===== src/rtl/lbist_seq_ctrl.sv =====
// LBIST sequencer: walks the seed ROM, runs SCAN_LEN-shift + capture patterns per seed,
// and checks the cumulative MISR signature per seed (mode 1) and after the final flush.
module lbist_seq_ctrl #(
  parameter int N_SEEDS    = 16,
  parameter int SEED_AW    = (N_SEEDS > 1) ? $clog2(N_SEEDS) : 1,
  parameter int PATTERNS   = 256,
  parameter int SCAN_LEN   = 64,
  parameter int MISR_W     = 64,
  parameter int RST_CYCLES = 4
) (
  input  logic                        clk,
  input  logic                        rst,
  input  logic                        TEST,
  input  logic                        MODE,
  input  logic [MISR_W-1:0]           MISR_OUT,
  input  logic [N_SEEDS*MISR_W-1:0]   GOLDEN_SEED,
  input  logic [MISR_W-1:0]           GOLDEN_FINAL,
  output logic [SEED_AW-1:0]          SEED_ADDR,
  output logic                        TPG_LD,
  output logic                        TPG_MUX_en,
  output logic                        ODE_en,
  output logic                        SCAN_EN,
  output logic                        DUT_RESET,
  output logic                        LFSR_MISR_RESET,
  output logic                        END_TEST,
  output logic                        GO,
  output logic [SEED_AW-1:0]          FAIL_SEED,
  output logic                        FAIL_FINAL
);

  localparam int PAT_W   = (PATTERNS > 1) ? $clog2(PATTERNS) : 1;
  localparam int CNT_MAX = (SCAN_LEN > RST_CYCLES) ? SCAN_LEN : RST_CYCLES;
  localparam int CNT_W   = (CNT_MAX > 1) ? $clog2(CNT_MAX) : 1;

  localparam logic [SEED_AW-1:0] LAST_SEED  = SEED_AW'(N_SEEDS - 1);
  localparam logic [PAT_W-1:0]   LAST_PAT   = PAT_W'(PATTERNS - 1);
  localparam logic [CNT_W-1:0]   LAST_SHIFT = CNT_W'(SCAN_LEN - 1);
  localparam logic [CNT_W-1:0]   LAST_RST   = CNT_W'(RST_CYCLES - 1);

  typedef enum logic [3:0] {
    S_IDLE, S_RSTP, S_LOAD, S_SHIFT, S_CAPT, S_CMPS, S_FLUSH, S_CMPF, S_DONE
  } state_e;

  state_e               state_q, state_d;
  logic                 mode_q, mode_d;
  logic [SEED_AW-1:0]   seed_q, seed_d;
  logic [PAT_W-1:0]     pat_q, pat_d;
  logic [CNT_W-1:0]     cnt_q, cnt_d;
  logic                 end_q, end_d;
  logic                 go_q, go_d;
  logic [SEED_AW-1:0]   fseed_q, fseed_d;
  logic                 ffin_q, ffin_d;
  logic [MISR_W-1:0]    golden_seed_sel;
  logic                 seed_last;

  assign golden_seed_sel = GOLDEN_SEED[int'(seed_q)*MISR_W +: MISR_W];
  assign seed_last       = (seed_q == LAST_SEED);

  always_ff @(posedge clk) begin
    if (rst) begin
      state_q <= S_IDLE;
      mode_q  <= 1'b0;
      seed_q  <= '0;
      pat_q   <= '0;
      cnt_q   <= '0;
      end_q   <= 1'b0;
      go_q    <= 1'b0;
      fseed_q <= '0;
      ffin_q  <= 1'b0;
    end else begin
      state_q <= state_d;
      mode_q  <= mode_d;
      seed_q  <= seed_d;
      pat_q   <= pat_d;
      cnt_q   <= cnt_d;
      end_q   <= end_d;
      go_q    <= go_d;
      fseed_q <= fseed_d;
      ffin_q  <= ffin_d;
    end
  end

  always_comb begin
    state_d = state_q;
    mode_d  = mode_q;
    seed_d  = seed_q;
    pat_d   = pat_q;
    cnt_d   = cnt_q;
    end_d   = end_q;
    go_d    = go_q;
    fseed_d = fseed_q;
    ffin_d  = ffin_q;
    case (state_q)
      S_IDLE: begin
        if (TEST) begin
          mode_d  = MODE;
          seed_d  = '0;
          pat_d   = '0;
          cnt_d   = '0;
          end_d   = 1'b0;
          go_d    = 1'b0;
          fseed_d = '0;
          ffin_d  = 1'b0;
          state_d = S_RSTP;
        end
      end
      S_RSTP: begin
        if (cnt_q == LAST_RST) begin
          cnt_d   = '0;
          state_d = S_LOAD;
        end else begin
          cnt_d = cnt_q + CNT_W'(1);
        end
      end
      S_LOAD: begin
        cnt_d   = '0;
        state_d = S_SHIFT;
      end
      S_SHIFT, S_FLUSH: begin
        if (cnt_q == LAST_SHIFT) begin
          cnt_d   = '0;
          state_d = (state_q == S_SHIFT) ? S_CAPT : S_CMPF;
        end else begin
          cnt_d = cnt_q + CNT_W'(1);
        end
      end
      S_CAPT: begin
        if (pat_q != LAST_PAT) begin
          pat_d   = pat_q + PAT_W'(1);
          state_d = S_SHIFT;
        end else begin
          pat_d = '0;
          if (mode_q) begin
            state_d = S_CMPS;
          end else if (seed_last) begin
            state_d = S_FLUSH;
          end else begin
            seed_d  = seed_q + SEED_AW'(1);
            state_d = S_LOAD;
          end
        end
      end
      S_CMPS: begin
        if (MISR_OUT != golden_seed_sel) begin
          fseed_d = seed_q;
          go_d    = 1'b0;
          end_d   = 1'b1;
          state_d = S_DONE;
        end else if (seed_last) begin
          state_d = S_FLUSH;
        end else begin
          seed_d  = seed_q + SEED_AW'(1);
          state_d = S_LOAD;
        end
      end
      S_CMPF: begin
        if (MISR_OUT == GOLDEN_FINAL) begin
          go_d = 1'b1;
        end else begin
          go_d    = 1'b0;
          ffin_d  = 1'b1;
          fseed_d = LAST_SEED;
        end
        end_d   = 1'b1;
        state_d = S_DONE;
      end
      S_DONE: begin
        if (!TEST) state_d = S_IDLE;
      end
      default: state_d = S_IDLE;
    endcase

    // Dropping TEST mid-run abandons the run without touching the fail indicators.
    if (!TEST && state_q != S_IDLE && state_q != S_DONE) begin
      state_d = S_IDLE;
      end_d   = 1'b0;
      go_d    = 1'b0;
      fseed_d = fseed_q;
      ffin_d  = ffin_q;
    end
  end

  always_comb begin
    TPG_LD          = 1'b0;
    TPG_MUX_en      = 1'b0;
    ODE_en          = 1'b0;
    SCAN_EN         = 1'b0;
    DUT_RESET       = 1'b1;
    LFSR_MISR_RESET = 1'b0;
    case (state_q)
      S_RSTP: begin
        DUT_RESET       = 1'b0;
        LFSR_MISR_RESET = 1'b1;
      end
      S_LOAD: TPG_LD = 1'b1;
      S_SHIFT, S_FLUSH: begin
        SCAN_EN    = 1'b1;
        TPG_MUX_en = 1'b1;
        ODE_en     = 1'b1;
      end
      S_CAPT: TPG_MUX_en = 1'b1;
      S_DONE: DUT_RESET = 1'b0;
      default: ;
    endcase
  end

  assign SEED_ADDR  = seed_q;
  assign END_TEST   = end_q;
  assign GO         = go_q;
  assign FAIL_SEED  = fseed_q;
  assign FAIL_FINAL = ffin_q;

endmodule


===== config.mk =====
export PLATFORM = sky130hd
export DESIGN_NAME = lbist_seq_ctrl
export DESIGN_NICKNAME = d
export VERILOG_FILES = /design/src/rtl/lbist_seq_ctrl.sv
export SDC_FILE = /design/constraint.sdc
export NUM_CORES = 1
export LEC_CHECK = 0
export CAP_MARGIN = 20
export CORE_AREA = 2 2 460 462
export CTS_CLUSTER_SIZE = 12
export DETAILED_ROUTE_END_ITERATION = 16
export DIE_AREA = 0 0 462 464
export PLACE_DENSITY = 0.3
export SLEW_MARGIN = 10
export SYNTH_ARGS = -nofsm -noshare
export SYNTH_HDL_FRONTEND = slang
export SYNTH_SLANG_ARGS = --single-unit

===== constraint.sdc =====
create_clock -name clk -period 4.6 [get_ports clk]
set_clock_uncertainty 0.2 [all_clocks]
set_input_delay 1.15 -clock clk [delete_from_list [all_inputs] [get_ports clk]]
set_output_delay 1.15 -clock clk [all_outputs]
set_load 0.02 [all_outputs]

=== Word-level counts from Yosys, hierarchy flattened ===
Index checks and enable logic that the tools add are counted.

* Register bits: 30
* Latch bits: 0
* Memory bits (writable): 0
* ROM bits: 0
* Output and inout port bits: 17
* Memories kept: 0

* Add/sub/neg operators: 3
* Multiply operators: 0
* Divide/modulo/power cells: 0
* Order comparisons: 0
* Equal/unequal tests: 24
* Shifts and indexed selects: 1
* Mux-type cells: 39
* Bitwise operators: 1
* Reductions and logical operators: 22

{| class="wikitable"
|+ Operators with widths
! kind !! count
|-
| $shiftx A1024 B11 Y64 || 1
|-
| $eq A64 B64 Y1 || 1
|-
| $ne A64 B64 Y1 || 1
|-
| $mux W4 || 12
|-
| $pmux W4 S8 || 1
|-
| $pmux W4 S3 || 2
|-
| $pmux W6 S4 || 1
|-
| $mux W6 || 3
|-
| $ne A2 B2 Y1 const B || 9
|-
| $eq A4 B3 Y1 const B || 4
|-
| $mux W8 || 2
|-
| $pmux W8 S2 || 1
|-
| $mux W1 || 10
|-
| $reduce_and A5 Y1 || 2
|-
| $mux W3 || 3
|-
| $add A8 B1 Y8 const B || 1
|-
| $eq A4 B2 Y1 const B || 2
|-
| $eq A4 B4 Y1 const B || 2
|-
| $ne A8 B8 Y1 const B || 1
|-
| $reduce_and A4 Y1 || 2
|-
| $reduce_bool A4 Y1 || 2
|-
| $add A6 B1 Y6 const B || 1
|-
| $eq A6 B2 Y1 const B || 1
|-
| $eq A6 B6 Y1 const B || 1
|-
| 16 further kinds || 24
|}

=== Longest topological paths before layout ===
* Depth after elaboration: 5
* Gate-level depth with buffers: 18
* Gate-level depth less buffers: 10

=== Least setup slack after synthesis ===
OpenSTA, ideal clock, no wires.

* Kind: input -> register
* Start: input port GOLDEN_SEED[486]
* End: register seed_q[0] (netlist: SEED_ADDR[0])
* Arrival: 3.799 ns
* Data required time: 4.279 ns
* Path slack: 0.480 ns
* Stages: 10
* Buffers on the path: 0
* Cell sequence: mux4_2 nand2b_1 a211oi_1 a41oi_1 a2111oi_0 or4b_1 nor4_4 nand4_2 a31oi_1 mux2_2

* Longest elaborated chain between the ends: 4

{| class="wikitable"
|+ Ends and longest elaborated chain
! item !! RTL line !! source
|-
| start, declared || 16 || <nowiki>input logic [N_SEEDS*MISR_W-1:0] GOLDEN_SEED,</nowiki>
|-
| $shiftx A1024 B11 Y64 || 56 || <nowiki>assign golden_seed_sel = GOLDEN_SEED[int'(seed_q)*MISR_W +: MISR_W];</nowiki>
|-
| $ne A64 B64 Y1 || 144 || <nowiki>if (MISR_OUT != golden_seed_sel) begin</nowiki>
|-
| $ne A2 B2 Y1 (no line) || -- ||
|-
| $reduce_and A5 Y1 (no line) || -- ||
|-
| end signal, assigned || 63 || <nowiki>seed_q <= '0;</nowiki>
|-
| end signal, assigned || 73 || <nowiki>seed_q <= seed_d;</nowiki>
|-
| end, declared || 46 || <nowiki>logic [SEED_AW-1:0] seed_q, seed_d;</nowiki>
|}

No other way between the ends.
A chain may end at the register's enable or synchronous reset.

=== Worst setup path in the final report ===
* Start: input port GOLDEN_SEED[84]
* End: register seed_q[1] (netlist: SEED_ADDR[1])

The elaborated chain is that of the path after synthesis.

==> summary.md <==
| Metric | Value |
|---|---|
| Crit-path max FO | 4 |
| Final setup TNS | 0 ps |
| IO Pins | 1173 |
| CTS Buffer Depth | 2 |
| Vias | 18602 |
| DRC violations left | 0 |
| Hold Crit Endpoint | pat_q[7] |
| Crit path buf inv count | 4 |
| Place WS | -963.4 ps |
| Final core utilization | 0.1512 |
| Die Ht | 464 um |
| First-pass GRT wire length | 230.1 mm |
| Count of different cell masters after synthesis | 80 |
| YS warnings | 0 |
| Unrepaired setup endpoints after global routing | true |
| CP Cell Sequence | clkdlybuf4s50_1 > mux4_2 > mux2i_2 > xnor2_1 > nor4b_2 > buf_4 > o21bai_1 > nand4b_1 > a2111oi_4 > buf_4 > nand4_4 > buf_6 > a211o_1 > a21oi_1 |
| Setup ws final | just under 70 ps |
| Post-synthesis register bit count | 30 |
| CP arrival | 4560 ps |
| Initial antenna violation count | 189 |
| Peak VDD IR | 0.0001044 V |
| Sw Share | 0.3751 |
| Reg2Reg Depth | 17 |
| Starting density of the core | 0.06094 |
| Hold_buf cts | 0 |
| CTS Buf Count | 5 |
| Worst setup SP type | primary input |
| Nets | 3862 |
| Final WL | 192.6 mm |
| CTS Sinks | 30 |
| Peak Freq | around 220 MHz |
| Via/cell ratio | 3.364 |
| CTS tree | yes |
| Die X | 462 um |
| Flop pwr share | 0.098 |
| Number of flops mapped to enable cells by yosys | 0 |
| RD Place Congestion | about 0.86 |
| Routed length per placed instance | between 30 and 40 um |
| Worst Min Path Start | pat_q[7] |
| Gate Count Post-Synth | 1344 |
| Hold Path Class | flip-flop to flip-flop |
| Core area | 0.2092 mm^2 |
| Max_cap viols | 0 |
| Detailed Routing Iterations Pass 1 | 5 |
| Row count | 168 |
| R2r setup slk | around 190 ps |
| Avg Cell Area, Syn | 9.484 um^2 |
| Die area | roughly 0.21 mm^2 |
| Cell area power density | 91.10 mW/mm^2 |
| Worst setup path class | primary input to flip-flop |
| Number of DRC markers in iteration 0 | 931 |
| Net Sw Power | 1.081 mW |
| Cell area after layout | 0.03163 mm^2 |
| Mapped Nets | 2503 |
| IO buf count | 1172 |
| Reg-to-Reg Start | SEED_ADDR[1] |
| Internal power | between 1.5 and 2 mW |
| Hold Crit Depth | 1 |
| Synthesized area | between 0.01 and 0.015 mm^2 |
| Commonest non-fill, non-tap cell in the layout | clkdlybuf4s50_1 |
| Slew Viols, Final | 0 |
| Final Hold Vio Count | 0 |
| Area grow syn2layout | 148.2% |
| Slew @ Worst Pin | about 1200 ps |
| Asr flop ratio synth | 0 |
| Largest net degree at the start of global routing | 44 |
| Vias in the first global route | 19488 |
| Worst-path clk slew | 70 ps |
| Run status | finished clean |
| Global route overflow | 0 |
| GRT Overall Usage | 0.1694 |
| Synth Flop Type | dfxtp_1 |
| DP Area | 0.02965 mm^2 |
| Clock power share | 0.114 |
| Minimum clock period | 4531 ps |
| Family with the most delay on the worst path | buffers and inverters |
| Final setup viols | 0 |
| Max_slew headroom | 0.1992 |
| Clk_lat worst skew | 290 ps |
| Leakage | 11.32 nW |
| CTS root buf | clkbuf_16 |
| H-tree Lvls | 2 |
| Slowest-stage cell, CP | mux4_2 |
| Most frequent cell on the critical path | buf_4 |
| Required time of the critical path | 4630 ps |
| Comb pwr share | 0.788 |
| R2r endpoint | SEED_ADDR[1] |
| Ratio of final minimum period to clock period | 0.9850 |
| Share of post-route cells with drive strength above 1 | 0.2659 |
| Crit. End Element | flip-flop |
| Most frequent cells in the layout | 933 x clkdlybuf4s50_1, 239 x buf_4, 206 x mux2i_1 |
| HPWL after detailed placement | 175.7 mm |
| Crit-path max cell delay | 550 ps |
| Register area share after synthesis | 0.04712 |
| Final ANT Viol Nets | 0 |
-- logic make-up (layout without fill, tap and decap cells) --
group | Yosys count | count (layout) | share of synthesized area
AOI/OAI and AO/OA | 302 | 302 | 0.1695
other | 0 | 21 | 0
buffers and inverters | 139 | 1499 | 0.07313
xor gates and xnor gates | 125 | 125 | 0.08589
DFF | 30 | 30 | 0.04712
muxes | 419 | 419 | 0.4800
and+or+nand+nor | 326 | 326 | 0.1414
adders and majority gates | 3 | 3 | 0.002945
-- worst reg2reg max path, stage by stage, from the launching register on --
cell,delay [ps]
dfxtp_4,380
buf_12,210
buf_12,360
buf_12,210
buf_4,220
mux2_2,360
o22ai_1,220
nor3_1,90
nor4b_2,460
buf_4,200
o21bai_1,110
nand4b_1,170
a2111oi_4,290
buf_4,200
nand4_4,130
buf_6,150
a211o_1,270
a21oi_1,110
-- per-layer routing --
metal / routed length [um] / vias to the layer above / track usage
li1: - / 8190 / -
met1: 74520 / 8939 / 0.1922
met2: 97540 / 1042 / 0.3138
met3: 17280 / 303 / 0.06040
met4: 2447 / 128 / 0.008467
met5: 831 / - / 0
-- Yosys cell counts, types with 22 or more instances --
library cell,instances,area share
mux2_2,34,0.030
dfxtp_1,30,0.047
a21oi_1,50,0.020
nand2b_1,23,0.011
buf_6,22,0.019
buf_2,32,0.013
buf_4,24,0.014
nand2_1,53,0.016
xnor2_1,58,0.040
nor2_1,65,0.019
nand4_1,28,0.014
nand3_1,30,0.012
mux4_2,133,0.24
clkbuf_1,27,0.0080
a22oi_1,79,0.047
mux2i_1,237,0.19
o21ai_0,30,0.012
xor2_1,67,0.046
-- stage by stage --
step           cells  total power, mW  hold slack [ps]
3_3_place_gp    5480            2.548            274.5
4_1_cts         5493            2.914            286.3
3_5_place_dp    5481            2.551            275.4
5_1_grt         5515            3.059            320.3
6_report        5530            2.882            284.9
2_1_floorplan   1344           0.8559            238.9
-- registers in the layout, indices dropped and copies added, names as in the netlist --
name	flops
mode_q	1
FAIL_FINAL	1
SEED_ADDR	4
FAIL_SEED	4
pat_q	8
GO	1
state_q	4
cnt_q	6
END_TEST	1
-- worst max path at each step --
stage,start,to,slack [ps],depth (start not counted)
after global placement,GOLDEN_SEED[961],SEED_ADDR[0],-1460,14
after CTS,GOLDEN_SEED[499],state_q[3],-50,14
after detailed placement,GOLDEN_SEED[575],SEED_ADDR[0],-960,14
after floorplan,GOLDEN_SEED[486],SEED_ADDR[0],480,10
final,GOLDEN_SEED[84],SEED_ADDR[1],70,14
after global routing,GOLDEN_SEED[49],state_q[3],-20,14
-- what timing repair did --
| action | CTS | global route |
|---|---|---|
| gates resized for setup | 332 | 330 |
| pin swaps | 45 | 108 |
| endpoints found under the setup margin | 13 | 13 |
| buffers inserted | 7 | 18 |
| cloned | 0 | 3 |
-- layout make-up --
class / count / area, um^2
tap: 2805 / 3510
clock inverter: 2 / 10.01
antenna: 21 / 52.55
inverter: 21 / 82.58
sequential: 30 / 615.6
clock buffer: 6 / 128.9
timing repair buffer: 1470 / 14700
fill: 23684 / 177500
multi-input combinational: 1175 / 12540
-- power by group through the flow --
stage	sequential [mW]	combinational, mW	clock [mW]
CTS	0.282	2.30	0.337
global placement	0.288	2.26	0
finish	0.283	2.27	0.328
floorplan	0.292	0.564	0
global route	0.284	2.43	0.346
detailed placement	0.288	2.26	0
Note: power is estimated with default switching activity, not from simulation.
